--- src/rtl/demux8_skid.sv ---
// Registered 1-to-8 demultiplexer with a two-entry skid buffer (main + skid register).
// Words leave strictly in acceptance order; in_ready comes straight from a flop.
module demux8_skid #(
    parameter int WIDTH = 32
) (
    input  logic             i_clk,
    input  logic             i_rst_n,
    input  logic             i_in_valid,
    output logic             o_in_ready,
    input  logic [2:0]       i_in_select,
    input  logic [WIDTH-1:0] i_in_data,
    output logic [7:0]       o_out_valid,
    input  logic [7:0]       i_out_ready,
    output logic [2:0]       o_out_sel,
    output logic [WIDTH-1:0] o_out_data,
    output logic [1:0]       o_dbg_state
);

    // Handshakes: a word moves on a rising edge where valid and ready are both 1.
    // Upstream must hold in_valid/in_select/in_data stable while in_ready is 0;
    // the selected output holds out_valid/out_sel/out_data stable until its ready bit is 1.

    typedef enum logic [1:0] {
        ST_EMPTY = 2'd0,
        ST_ONE   = 2'd1,
        ST_TWO   = 2'd2
    } state_t;

    state_t           r_state;
    state_t           w_next;
    logic             r_in_ready;
    logic [2:0]       r_m_sel;
    logic [2:0]       r_s_sel;
    logic [WIDTH-1:0] r_m_data;
    logic [WIDTH-1:0] r_s_data;

    logic w_m_valid;
    logic w_accept;
    logic w_drain;
    logic w_load_m_in;
    logic w_load_m_s;
    logic w_load_s;

    assign w_m_valid   = (r_state != ST_EMPTY);
    assign o_out_valid = w_m_valid ? (8'b1 << r_m_sel) : 8'b0;
    assign o_out_sel   = w_m_valid ? r_m_sel : 3'd0;
    assign o_out_data  = r_m_data;
    assign o_in_ready  = r_in_ready;
    assign o_dbg_state = r_state;

    // Only the ready bit of the presented channel can drain the word.
    assign w_accept = i_in_valid & r_in_ready;
    assign w_drain  = |(o_out_valid & i_out_ready);

    always_comb begin
        w_next      = r_state;
        w_load_m_in = 1'b0;
        w_load_m_s  = 1'b0;
        w_load_s    = 1'b0;
        case (r_state)
            ST_EMPTY: begin
                if (w_accept) begin
                    w_next      = ST_ONE;
                    w_load_m_in = 1'b1;
                end
            end
            ST_ONE: begin
                if (w_accept && w_drain) begin
                    w_load_m_in = 1'b1;
                end else if (w_accept) begin
                    w_next   = ST_TWO;
                    w_load_s = 1'b1;
                end else if (w_drain) begin
                    w_next = ST_EMPTY;
                end
            end
            ST_TWO: begin
                if (w_drain) begin
                    w_next     = ST_ONE;
                    w_load_m_s = 1'b1;
                end
            end
            default: w_next = ST_EMPTY;
        endcase
    end

    always_ff @(posedge i_clk) begin
        if (!i_rst_n) begin
            r_state    <= ST_EMPTY;
            r_in_ready <= 1'b1;
            r_m_sel    <= 3'd0;
            r_m_data   <= '0;
            r_s_sel    <= 3'd0;
            r_s_data   <= '0;
        end else begin
            r_state    <= w_next;
            // Registered from the next state so upstream never sees a path from out_ready.
            r_in_ready <= (w_next != ST_TWO);
            if (w_load_m_in) begin
                r_m_sel  <= i_in_select;
                r_m_data <= i_in_data;
            end else if (w_load_m_s) begin
                r_m_sel  <= r_s_sel;
                r_m_data <= r_s_data;
            end
            if (w_load_s) begin
                r_s_sel  <= i_in_select;
                r_s_data <= i_in_data;
            end
        end
    end

endmodule

--- config.mk ---
export PLATFORM = sky130hd
export DESIGN_NAME = demux8_skid
export DESIGN_NICKNAME = d
export VERILOG_FILES = /design/src/rtl/demux8_skid.sv
export SDC_FILE = /design/constraint.sdc
export NUM_CORES = 1
export LEC_CHECK = 0
export CAP_MARGIN = 10
export CORE_MARGIN = 5
export CORE_UTILIZATION = 35
export CTS_BUF_LIST = sky130_fd_sc_hd__clkbuf_4 sky130_fd_sc_hd__clkbuf_8 sky130_fd_sc_hd__clkbuf_16
export CTS_CLUSTER_SIZE = 40
export DETAILED_ROUTE_END_ITERATION = 8
export MAX_ROUTING_LAYER = met4
export PLACE_DENSITY_LB_ADDON = 0.25
export SLEW_MARGIN = 30
export SYNTH_ARGS = -nofsm -noshare
export SYNTH_HDL_FRONTEND = slang
export SYNTH_SLANG_ARGS = --single-unit
export TNS_END_PERCENT = 10
--- constraint.sdc ---
create_clock -name i_clk -period 2.75 [get_ports i_clk]
set_clock_uncertainty 0.1 [all_clocks]
set_input_delay 0.55 -clock i_clk [delete_from_list [all_inputs] [get_ports i_clk]]
set_output_delay 0.55 -clock i_clk [all_outputs]
set_load 0.02 [all_outputs]
==> key figures <==
Run status
  • Outcome: finished clean

Cells and area
  • NumNets Final: 422
  • Layout cell share with drive strength beyond 1: 18.64%
  • Filler cells: 866
  • P&R area growth vs syn: 35.77%
  • Ant diodes: 0
  • Cell Count, Final, Fillers Out: 492

Yosys
  • Synth Flop Type: dfxtp_1
  • Sequential-to-total area share from yosys stat: 45.61%
  • Synth Register Bits: 73
  • Mean Syn Cell Area: 11.13 sq um
  • Fraction of registers with async set or reset after synthesis: 0%
  • Post-synth EDFFs: 0
  • Synth Warn #: 0
  • Post-Synthesis Net Count: 334
  • Syn Inst Count: 288
  • Syn Std Cell Area: 3204 sq um
  • Cell variety after synth: 40

Drt
  • Vias/cell: 5.165
  • Final WL: 8.010 mm
  • Via count: 2541
  • Routed len/inst: 16.28 microns
  • Post-route ant nets: 0
  • First-pass detailed-route iteration total: 4
  • Detailed-route DRC error count: 0
  • DRT iter0 DRCs: 65

Setup path
  • Worst-path fanout max: 7
  • WP data arrival: 1.97 ns
  • Crit. End Element: output port
  • Setup Crit Path Kind: register to output port
  • Setup crit start: o_dbg_state[1]$_SDFF_PN0_
  • R2R setup slack: 0.55 ns
  • CP Data Required Time: 2.10 ns
  • R2R Path Start: r_m_sel[1]$_SDFFE_PN0P_
  • Startpoint Class: register

Die
  • Floorplan core area: 9065 sq um
  • Die H: 105.7 microns
  • Die Wd: 105.7 microns
  • # IOs: 92
  • Die area: 11170 sq um
  • Initial Util: 35.35%
  • FP Rows: 35

Global route
  • Initial antenna violation count: 0
  • Global-route wire length before repair: 13.50 mm
  • GRT Total Usage: 15.25%
  • Vias in the first global route: 2664
  • Gr ovfl total: 0
  • Largest net degree at the start of global routing: 38

STA
  • FMAX: 381.9 MHz
  • Crit path time final: 2.618 ns
  • Hold_ws: 0.4008 ns
  • Unrepaired setup endpoints after global routing: no
  • Max transition margin: 66.96%
  • Final hold vios: 0
  • Max-slew violation count: 0
  • Setup TNS: 0 ns
  • Tightest Pin Transition: 0.4945 ns
  • Final setup viols: 0
  • Final Cycle Share: 95.22%

Clock tree
  • H-tree levels: 3
  • Clock Latency Late Sink: 0.34 ns
  • Setup bufs post-CTS: 0
  • CTS Buffer Depth: 2
  • CTS sink cnt: 73
  • CTS Buf Count: 9
  • Root buf cell: clkbuf_8
  • CTS tree: done
  • Clock transition at path regs: 0.08 ns

Place
  • Inst Count DP: 476
  • DPL Wire Length: 5.439 mm
  • Input/output buffers: 91
  • GPL Wtd Cong: 0.8144

Job
  • Max_cap viols: 0

Hold path
  • Worst hold path startpoint: r_s_data[2]$_SDFFE_PN0P_
  • Worst Hold Class: register to register

Power
  • Lkg Pwr: 1.854 nW
  • Cell Pwr Density: 624.5 nW/um^2
  • VDD IR-drop max: 0.0003189 V
  • Final Power: 2.717 mW
==> routing by layer <==
metal / wire, microns / share of wire, % / global-route usage [%]
met1: 3825 / 48 / 19.04
met4: 96 / 1.2 / 5.088
met2: 3640 / 45 / 23.86
met3: 447 / 5.6 / 4.225
met5: 0 / 0 / -
==> layout make-up <==
class | instances | area (sq um) | area share, %
clock buffers | 10 | 137.6 | 3.164
clock inverters | 6 | 66.31 | 1.524
inverters | 3 | 11.26 | 0.2588
multi-input cells | 188 | 1501 | 34.51
flip-flops and latches | 73 | 1464 | 33.65
well taps | 111 | 138.9 | 3.192
repair buffers | 101 | 1031 | 23.70
==> synthesized netlist by cell type (3+ instances only) <==
| master | count | area (sq um) |
|---|---|---|
| nor2_1 | 44 | 165.2 |
| mux2i_1 | 37 | 370.4 |
| buf_6 | 8 | 90.09 |
| nor2b_1 | 3 | 18.77 |
| o21a_1 | 34 | 255.2 |
| clkbuf_1 | 4 | 15.01 |
| nand2_1 | 4 | 15.01 |
| o221a_1 | 8 | 90.09 |
| buf_12 | 4 | 80.08 |
| nor3_1 | 3 | 15.01 |
| dfxtp_1 | 73 | 1461 |
| buf_2 | 4 | 20.02 |
| o221a_2 | 26 | 292.8 |
==> placed cells by master (no fill, tap or decap), types with 4 or more instances in the layout <==
| cell type | n |
|---|---|
| nand2_1 | 4 |
| dfxtp_1 | 71 |
| o221a_1 | 8 |
| clkdlybuf4s50_1 | 91 |
| buf_4 | 7 |
| o21a_1 | 34 |
| o221a_2 | 26 |
| clkbuf_8 | 10 |
| nor2_1 | 44 |
| mux2i_1 | 37 |
==> cell families (layout without fill, tap and decap cells) <==
| kind of cell | count (synthesis) | in the layout | synth area share, % |
|---|---|---|---|
| AOI/OAI and AO/OA | 82 | 82 | 23.86 |
| muxes | 41 | 41 | 13.20 |
| DFF | 73 | 73 | 45.61 |
| and+or+nand+nor | 65 | 65 | 9.489 |
| buffers and inverters | 27 | 120 | 7.848 |
==> registers in the layout, indices dropped and copies added, names as in the netlist <==
signal	flops
o_out_data	32
r_s_data	32
r_m_sel	3
r_s_sel	3
o_dbg_state	2
o_in_ready	1
==> worst max-delay path: stages (launching register included) <==
cell and delay (ns):
dfxtp_1 0.46, nor2_1 0.13, nor2b_2 0.20, nor3b_1 0.20, clkdlybuf4s50_1 0.64
==> per-stage QoR <==
step | util [%] | instance area [sq um] | setup WS, ns
floorplan | - | 3204 | 0.4162
global placement | 45.38 | 4114 | -0.08691
detailed placement | 45.69 | 4141 | 0.1881
CTS | 47.95 | 4347 | 0.07146
global route | 47.99 | 4350 | 0.02865
finish | 47.99 | 4350 | 0.1315
==> power by group <==
part / internal, mW / switching [mW] / total [mW]
registers: 1.15 / 0.0670 / 1.21
logic: 0.349 / 0.297 / 0.646
clock network: 0.445 / 0.412 / 0.857
total: 1.94 / 0.776 / 2.72
==> final timing paths <==
check	to	depth (start not counted)
worst max-delay path	o_out_valid[4]	4
worst min-delay path	r_s_data[2]$_SDFFE_PN0P_	2
worst max register to register	o_out_data[11]$_SDFFE_PN0P_	6
worst min register to register	r_s_data[2]$_SDFFE_PN0P_	2
==> what timing repair did <==
| action | 4_1_cts | 5_1_grt |
|---|---|---|
| resized for setup | 1 | 2 |
| hold buffers | 0 | 0 |
| endpoints found under the setup margin | 1 | 6 |
Note: power is estimated with default switching activity, not from simulation.
==> RTL edit, RTL diff (same flow settings) <==
Change the parameter `WIDTH` from 32 to 64.
--- a/src/rtl/demux8_skid.sv
+++ b/src/rtl/demux8_skid.sv
@@ -1,7 +1,7 @@
 // Registered 1-to-8 demultiplexer with a two-entry skid buffer (main + skid register).
 // Words leave strictly in acceptance order; in_ready comes straight from a flop.
 module demux8_skid #(
-    parameter int WIDTH = 32
+    parameter int WIDTH = 64
 ) (
     input  logic             i_clk,
     input  logic             i_rst_n,
Ports: changed (resized i_in_data and o_out_data); port bits go from 92 to 156. No check against the original RTL was run, so the function may have changed too.
==> RTL edit against the original RTL <==
  * First-iteration DRC count rose to 4.6 times the old value
  * Register-to-register slack worse by 0.13 ns
  * Sequential share of layout area up 1.5 points
  * Final area up 80%
  * Critical path depth down 1
  * Wire length up 100%
  * Total power up 110%
  * Non-clock buffer count up 71
  * Cell count up 91%
  * Combinational power up 70%
  * Sequential cell count up 64
  * Setup slack better by 0.032 ns
  * Synthesized area up 71%
  * Utilization up 3.3 points
  * Critical path type unchanged
==> RTL edit: results (changes against the original RTL) <==
Logic synthesis
  – Post-Syn Nets: 654 (+96%)
  – Top post-synthesis cells by count: nand2_1 (138), dfxtp_1 (137), a21oi_1 (70), o21a_1 (66), o221a_2 (45)
  – Synth cell types: 36 (-10%)
  – Most area-consuming cells after synthesis: dfxtp_1 (50%), nand2_1 (9.5%), o221a_2 (9.3%)

Layout
  – Final nets: 793 (+88%)
  – Layout cells sized above 1: 15.4% (-3.2 points)
  – Non-CTS buffers: 172 (+70%)
  – Multi-input gates: 384 (+100%)
  – Clock buffer count in the final layout: 22 (+12)

Placement
  – IO Port Bufs: 155 (+70%)
  – GP Congestion: 0.777 (-4.6%)
  – Final HPWL DP: 10900 um (+100%)

Detailed routing
  – Via count: 4862 (+91%)
  – DR WL met2: 7840 um (+120%)

Global routing
  – Met2 Use GR: 28.8% (+5.0 points)
  – Largest net degree at the start of global routing: 51 (+34%)
  – Global Route met1 Usage: 22.4% (+3.3 points)

Critical path
  – CP arrival: 1.94 ns (-0.03 ns)
  – Crit Path Max Fanout: 12 (+5)

Clock network
  – CTS H-tree depth: 4 (+1)
  – Clk slew on worst S/H paths: 0.05 ns (-0.03 ns)
  – Num CTS Buffers: 17 (+8)

Power
  – Leak: 2.82 nW (+52%)

Status
  – Outcome: finished clean

Timing
  – Slew @ Worst Pin: 0.437 ns (-0.0572 ns)
## RTL edit: cell types whose count changed in the layout (fill, tap and decap cells not counted), sizes merged, moves of 2 or more
cell / change
o21a: +32
a21oi: +67
o221a: +32
clkinv: +3
clkdlybuf4s50: +62
nor2: -35
nand2: +134
dfxtp: +64
clkbuf: +12
clkinvlp: -2
buf: +8
mux2i: -35
bufinv: +2
## RTL edit: worst register-to-register path: stages (launching register included)
cell      delay [ns]
dfxtp_2         0.52
mux2_2          0.40
o22a_2          0.32
a21boi_4        0.25
nand2b_2        0.19
buf_12          0.26
o221a_2         0.24
## RTL edit: final timing paths
check	startpoint	end	slack [ns]	depth (start not counted)
worst max register to register	r_m_sel[1]$_SDFFE_PN0P_	o_out_data[3]$_SDFFE_PN0P_	0.42	6
worst min register to register	r_s_data[57]$_SDFFE_PN0P_	r_s_data[57]$_SDFFE_PN0P_	0.36	2
worst min-delay path	r_s_data[57]$_SDFFE_PN0P_	r_s_data[57]$_SDFFE_PN0P_	0.36	2
worst max-delay path	r_m_sel[0]$_SDFFE_PN0P_	o_out_valid[0]	0.16	3
## RTL edit: cells by family after synthesis
logic type | after synthesis | share of synthesized area, %
AO/OA/AOI/OAI | 214 | 31.2
flip-flops | 137 | 50.2
multiplexers | 6 | 1.33
buffers and inverters | 55 | 4.99
AND/OR/NAND/NOR | 164 | 12.3
## RTL edit: power breakdown
part / switching, mW / total (mW) / internal, mW
clock: 0.809 / 2.30 / 1.49
combinational: 0.547 / 1.10 / 0.555
sequential: 0.113 / 2.27 / 2.16
## RTL edit: through the flow
stage	utilization [%]	area (um^2)
final	51.3	7820
after floorplan	-	5470
after detailed placement	47.3	7210
after CTS	51.2	7820
after global routing	51.3	7820
after global placement	47.3	7210
